File: src/rtl/tracker_slot_scheduler.sv
// Tracker slot scheduler: allocates trace entries into a small pool of slots,
// issues one memory request per slot (round-robin), collects completions and
// retires slots strictly in allocation order through an age FIFO.
module tracker_slot_scheduler #(
  parameter int SLOTS  = 4,
  parameter int ADDR_W = 32,
  parameter int IDX_W  = 17
) (
  input  logic                       clk,
  input  logic                       rst,
  // allocation
  input  logic                       alloc_valid,
  output logic                       alloc_ready,
  input  logic [ADDR_W-1:0]          alloc_addr,
  input  logic [IDX_W-1:0]           alloc_index,
  // memory request issue
  output logic                       mem_req_valid,
  input  logic                       mem_req_ready,
  output logic [ADDR_W-1:0]          mem_req_addr,
  output logic [$clog2(SLOTS)-1:0]   mem_req_slot,
  // memory completion
  input  logic                       mem_done_valid,
  input  logic [$clog2(SLOTS)-1:0]   mem_done_slot,
  // in-order retirement
  output logic                       retire_valid,
  input  logic                       retire_ready,
  output logic [ADDR_W-1:0]          retire_addr,
  output logic [IDX_W-1:0]           retire_index,
  // address lookup and status
  input  logic [ADDR_W-1:0]          lookup_addr,
  output logic                       lookup_hit,
  output logic [$clog2(SLOTS):0]     occupancy,
  output logic                       protocol_err
);

  localparam int SW = $clog2(SLOTS);
  localparam int CW = SW + 1;

  localparam logic [1:0] ST_FREE         = 2'd0;
  localparam logic [1:0] ST_MAKE_REQUEST = 2'd1;
  localparam logic [1:0] ST_WAIT         = 2'd2;
  localparam logic [1:0] ST_RETIRED      = 2'd3;

  // per-slot storage
  logic [1:0]        state_q [SLOTS];
  logic [1:0]        state_d [SLOTS];
  logic [SLOTS-1:0]  occ_q, occ_d;
  logic [ADDR_W-1:0] addr_q  [SLOTS];
  logic [ADDR_W-1:0] addr_d  [SLOTS];
  logic [IDX_W-1:0]  idx_q   [SLOTS];
  logic [IDX_W-1:0]  idx_d   [SLOTS];

  // age FIFO of slot ids; its count doubles as the occupancy count since
  // every non-free slot has exactly one entry in it
  logic [SW-1:0]     fifo_q  [SLOTS];
  logic [SW-1:0]     fifo_d  [SLOTS];
  logic [SW-1:0]     head_q, head_d;
  logic [SW-1:0]     tail_q, tail_d;
  logic [CW-1:0]     cnt_q, cnt_d;

  // arbitration state
  logic [SW-1:0]     rr_q, rr_d;
  logic              lock_q, lock_d;
  logic [SW-1:0]     lock_slot_q, lock_slot_d;
  logic              err_q, err_d;

  // decoded per-cycle information
  logic              free_any;
  logic [SW-1:0]     free_slot;
  logic              mkreq_any;
  logic [SW-1:0]     rr_slot;
  logic [SW-1:0]     gnt_slot;
  logic [SW-1:0]     head_slot;
  logic              alloc_fire;
  logic              gnt_fire;
  logic              retire_fire;
  logic              done_ok;

  // lowest-numbered free slot from registered state
  always_comb begin
    free_any  = 1'b0;
    free_slot = '0;
    for (int unsigned i = 0; i < SLOTS; i++) begin
      if (!free_any && state_q[i] == ST_FREE) begin
        free_any  = 1'b1;
        free_slot = SW'(i);
      end
    end
  end

  // round-robin search for a requesting slot, starting after the last grant
  always_comb begin
    logic [SW-1:0] cand;
    mkreq_any = 1'b0;
    rr_slot   = rr_q;
    cand      = '0;
    for (int unsigned k = 1; k <= SLOTS; k++) begin
      cand = rr_q + SW'(k);
      if (!mkreq_any && state_q[cand] == ST_MAKE_REQUEST) begin
        mkreq_any = 1'b1;
        rr_slot   = cand;
      end
    end
  end

  // handshake decode; a stalled grant is pinned so a newly requesting slot
  // that round-robin would prefer cannot displace it before acceptance
  always_comb begin
    gnt_slot      = lock_q ? lock_slot_q : rr_slot;
    head_slot     = fifo_q[head_q];
    alloc_ready   = free_any;
    mem_req_valid = mkreq_any;
    mem_req_slot  = gnt_slot;
    mem_req_addr  = addr_q[gnt_slot];
    retire_valid  = (cnt_q != '0) && (state_q[head_slot] == ST_RETIRED);
    retire_addr   = addr_q[head_slot];
    retire_index  = idx_q[head_slot];
    occupancy     = cnt_q;
    protocol_err  = err_q;
    alloc_fire    = alloc_valid && free_any;
    gnt_fire      = mkreq_any && mem_req_ready;
    retire_fire   = retire_valid && retire_ready;
    done_ok       = mem_done_valid && (state_q[mem_done_slot] == ST_WAIT);
  end

  // zero-latency address match over occupied slots
  always_comb begin
    lookup_hit = 1'b0;
    for (int unsigned i = 0; i < SLOTS; i++) begin
      if (occ_q[i] && addr_q[i] == lookup_addr) begin
        lookup_hit = 1'b1;
      end
    end
  end

  // next-state: the four events always target distinct slots because each
  // one requires a different registered slot state
  always_comb begin
    state_d     = state_q;
    occ_d       = occ_q;
    addr_d      = addr_q;
    idx_d       = idx_q;
    fifo_d      = fifo_q;
    head_d      = head_q;
    tail_d      = tail_q;
    cnt_d       = cnt_q;
    rr_d        = rr_q;
    lock_d      = mkreq_any && !mem_req_ready;
    lock_slot_d = gnt_slot;
    err_d       = err_q | (mem_done_valid && !done_ok);

    if (alloc_fire) begin
      state_d[free_slot] = ST_MAKE_REQUEST;
      occ_d[free_slot]   = 1'b1;
      addr_d[free_slot]  = alloc_addr;
      idx_d[free_slot]   = alloc_index;
      fifo_d[tail_q]     = free_slot;
      tail_d             = tail_q + 1'b1;
    end
    if (gnt_fire) begin
      state_d[gnt_slot] = ST_WAIT;
      rr_d              = gnt_slot;
    end
    if (done_ok) begin
      state_d[mem_done_slot] = ST_RETIRED;
    end
    if (retire_fire) begin
      state_d[head_slot] = ST_FREE;
      occ_d[head_slot]   = 1'b0;
      head_d             = head_q + 1'b1;
    end
    case ({alloc_fire, retire_fire})
      2'b10:   cnt_d = cnt_q + 1'b1;
      2'b01:   cnt_d = cnt_q - 1'b1;
      default: cnt_d = cnt_q;
    endcase
  end

  // state registers with synchronous reset
  always_ff @(posedge clk) begin
    if (rst) begin
      for (int unsigned i = 0; i < SLOTS; i++) begin
        state_q[i] <= ST_FREE;
        addr_q[i]  <= '0;
        idx_q[i]   <= '0;
        fifo_q[i]  <= '0;
      end
      occ_q       <= '0;
      head_q      <= '0;
      tail_q      <= '0;
      cnt_q       <= '0;
      rr_q        <= '1;
      lock_q      <= 1'b0;
      lock_slot_q <= '0;
      err_q       <= 1'b0;
    end else begin
      state_q     <= state_d;
      occ_q       <= occ_d;
      addr_q      <= addr_d;
      idx_q       <= idx_d;
      fifo_q      <= fifo_d;
      head_q      <= head_d;
      tail_q      <= tail_d;
      cnt_q       <= cnt_d;
      rr_q        <= rr_d;
      lock_q      <= lock_d;
      lock_slot_q <= lock_slot_d;
      err_q       <= err_d;
    end
  end

endmodule

File: config.mk
export PLATFORM = sky130hd
export DESIGN_NAME = tracker_slot_scheduler
export DESIGN_NICKNAME = d
export VERILOG_FILES = /design/src/rtl/tracker_slot_scheduler.sv
export SDC_FILE = /design/constraint.sdc
export NUM_CORES = 1
export LEC_CHECK = 0
export CAP_MARGIN = 20
export CELL_PAD_IN_SITES_DETAIL_PLACEMENT = 0
export CELL_PAD_IN_SITES_GLOBAL_PLACEMENT = 2
export CORE_ASPECT_RATIO = 0.9
export CORE_MARGIN = 3
export CORE_UTILIZATION = 36
export DETAILED_ROUTE_END_ITERATION = 12
export DONT_BUFFER_PORTS = 1
export GPL_ROUTABILITY_DRIVEN = 0
export PLACE_DENSITY = 0.81
export SLEW_MARGIN = 10
export SYNTH_ARGS = -nofsm -noshare
export SYNTH_HDL_FRONTEND = slang
export SYNTH_SLANG_ARGS = --single-unit
File: constraint.sdc
create_clock -name clk -period 4.2 [get_ports clk]
set_input_delay 0.42 -clock clk [delete_from_list [all_inputs] [get_ports clk]]
set_output_delay 0.42 -clock clk [all_outputs]
set_load 0.005 [all_outputs]
==> flow_summary.json <==
{
  "status": "completed",
  "htree_levels": 1,
  "syn_nets": 1524,
  "path_class": "reg2out",
  "synthCells": 1429,
  "insertion_delay_ns": 0.55,
  "vias": 10200,
  "worstSetupStartpointType": "flip-flop",
  "p_per_area_mw_per_mm2": 440,
  "fmax_ghz": 0.292,
  "drc": 0,
  "grt_pass1_vias": 9697,
  "power.switching_uw": 1850,
  "setup_viol": 0,
  "crit_required_ns": 3.78,
  "wl_per_cell_um": 22.9,
  "dp_cells": 1779,
  "fillCellCount": 3285,
  "ys_seq_area_share_pct": 37.6,
  "gr-max-usage-layer": "met2",
  "comb_power_share_pct": 20.4,
  "postSynthAreaPerCell_um2": 8.54,
  "ant_nets": 0,
  "cts_buffers": 28,
  "portBuffers": 0,
  "grtUsageTotal_pct": 23.0,
  "cts_tree": "built",
  "grtUsageMet2_pct": 35.9,
  "p_clk_share_pct": 39.7,
  "design_area_mm2": 0.0138,
  "whs_ns": 0.00964,
  "synth_edf_count": 0,
  "cts_resized": 0,
  "core_mm2": 0.0332,
  "crit_arrival_ns": 3.01,
  "drt_wl_total_mm": 43.1,
  "cts.clk_slew.worst_paths_ns": 0.06,
  "syn-cell-area_mm2": 0.0122,
  "hold_path_class": "in2reg",
  "use_met3_pct": 6.25,
  "dpl_cell_area_mm2": 0.0124,
  "rows": 63,
  "drive_above_1_share_pct": 8.63,
  "worst_pin_slew_ns": 1.02,
  "grt_pass1_wl_mm": 64.7,
  "fin_util_pct": 41.7,
  "grt_start_max_net_pins": 215,
  "vias_per_cell": 5.42,
  "leakage_uw": 0.00476,
  "ctsRootBufferMaster": "clkbuf_16",
  "yosysUniqueCellTypes": 55,
  "ys.warnings.count": 0,
  "p_sw_share_pct": 30.4,
  "synth-main-ff-cell": "dfxtp_1",
  "diodes": 0,
  "dieArea_mm2": 0.0362,
  "grt_overflow": 0,
  "final-seq-area_mm2": 0.00458,
  "peakVddDrop_uv": 268,
  "crit_fanout": 31,
  "drv_slew": 0,
  "cts_num_sinks": 229,
  "final_cells": 1881,
  "antenna_found_initial": 0,
  "p_seq_share_pct": 39.8,
  "rsz0062_at_grt": "no",
  "maxCapViolCount": 0,
  "async_flop_share_pct": 0,
  "end_kind": "output pin",
  "die_height_um": 181,
  "layout.nets": 1501,
  "relSlewSlack_pct": 31.7,
  "first_pass_iters": 7,
  "layout-area-overhead-vs-synth_pct": 13.2,
  "p_int_uw": 4230,
  "ys_ff_latch": 229,
  "cts_buffer_depth": 3,
  "post-route-period-util_pct": 81.7,
  "chipWidth_um": 200,
  "dpl.hpwl_mm": 27.7,
  "ff2ff_setup_slack_ns": 1.02,
  "drtIter0Drc": 784,
  "hold_violations": 0,
  "grtUsageMet1_pct": 31.8,
  "min_period_ns": 3.43,
  "multiInputGateArea_mm2": 0.00704,
  "finalClockSkew_ns": 0.0165,
  "start_util_pct": 36.8,
  "ios": 180,
  "tns_ns": 0
}
==> kinds of logic (layout without fill, tap and decap cells) <==
kind of cell	Yosys count	count (layout)	synth area share (%)
compound gates	247	247	10.9
xor+xnor	128	128	9.18
fa+ha+maj	6	6	0.676
buf+inv	133	130	5.07
flops	229	229	37.6
mux	155	155	18.0
simple gates	531	531	18.6
==> final timing paths <==
path	endpoint	start	cells past startpoint
max	retire_addr[4]	head_q[0]$_SDFFE_PP0N_	3
min	addr_q[27]$_SDFFE_PP0P_	alloc_addr[27]	2
max reg2reg	occupancy[2]$_SDFFE_PP0P_	head_q[0]$_SDFFE_PP0N_	9
min reg2reg	idx_q[38]$_SDFFE_PP0P_	idx_q[38]$_SDFFE_PP0P_	2
==> metrics by stage <==
| stage | setup WS [ns] | total power, µW |
|---|---|---|
| detailed placement | 1.02 | 3620 |
| global route | 0.628 | 6320 |
| floorplan | 1.41 | 3370 |
| global placement | 1.02 | 3600 |
| CTS | 0.721 | 6120 |
| finish | 0.770 | 6080 |
==> synth_stat cells (5+ instances only) <==
cell type	n	area [µm²]
o21a_1	6	45.0
mux2i_1	103	1030
nor2b_1	9	56.3
nand3_1	12	60.1
buf_4	6	45.0
nor2_1	22	82.6
xnor2_1	106	928
ha_1	5	62.6
a21oi_1	211	1060
mux4_2	51	1150
buf_1	5	18.8
buf_2	27	135
o21ai_0	5	25.0
clkbuf_1	75	282
nand4_1	27	169
dfxtp_1	229	4580
nor4_1	14	87.6
inv_1	15	56.3
nand2_1	412	1550
xor2_1	22	193
==> flip-flops by register name (all words and copies together) (netlist names) <==
name          flops
state_q           8
occupancy         3
rr_q              2
lock_q            1
idx_q            68
occ_q             4
protocol_err      1
fifo_q            8
head_q            2
addr_q          128
tail_q            2
lock_slot_q       2
==> cells in the final DEF, fill, tap and decap left out, types with 4 or more instances in the layout <==
cell type	Yosys	routed
mux4_2	51	50
nand4_1	27	27
xnor2_1	106	106
ha_1	5	5
o21a_1	6	6
mux2i_1	103	103
clkbuf_16	0	29
buf_4	6	10
o21ai_0	5	5
or3_1	4	4
dfxtp_1	229	229
nor2_1	22	21
clkinv_2	0	6
clkbuf_1	75	9
nand2_1	412	411
xor2_1	22	22
nor3b_1	4	4
dlygate4sd3_1	0	51
nor4_1	14	14
nor2b_1	9	9
nand3_1	12	11
a21oi_1	211	211
nand2b_1	4	4
a211oi_1	4	4
inv_1	15	15
==> routing by layer <==
layer | wire, µm | part of all wire (%) | vias up
li1 | - | - | 4830
met1 | 19000 | 44 | 4956
met2 | 19300 | 45 | 340
met3 | 3750 | 8.7 | 66
met4 | 1100 | 2.6 | 0
met5 | 0 | 0 | -
==> layout make-up <==
class	instances	area share (%)
Clock inverter	9	0.706
Multi-Input combinational cell	1067	50.9
Timing Repair Buffer	65	4.87
Clock buffer	41	5.79
Sequential cell	229	33.2
Inverter	15	0.407
Tap cell	455	4.12
==> worst max-delay path, stage by stage (launching register included) <==
cell     delay, ns
dfxtp_1       0.36
mux4_4        0.75
buf_4         0.64
mux4_2        0.68
==> repair_timing <==
item	CTS	global route
hold buffers	52	0
endpoints found under the hold margin	215	0
setup buffers	0	0
==> power by group through the flow <==
stage          sequential, µW  combinational (µW)  clock [µW]
6_report                 2420                1240        2420
5_1_grt                  2440                1330        2550
4_1_cts                  2420                1240        2450
3_5_place_dp             2470                1150           0
3_3_place_gp             2460                1140           0
2_1_floorplan            2420                 949           0
(Power assumes the default switching activity.)
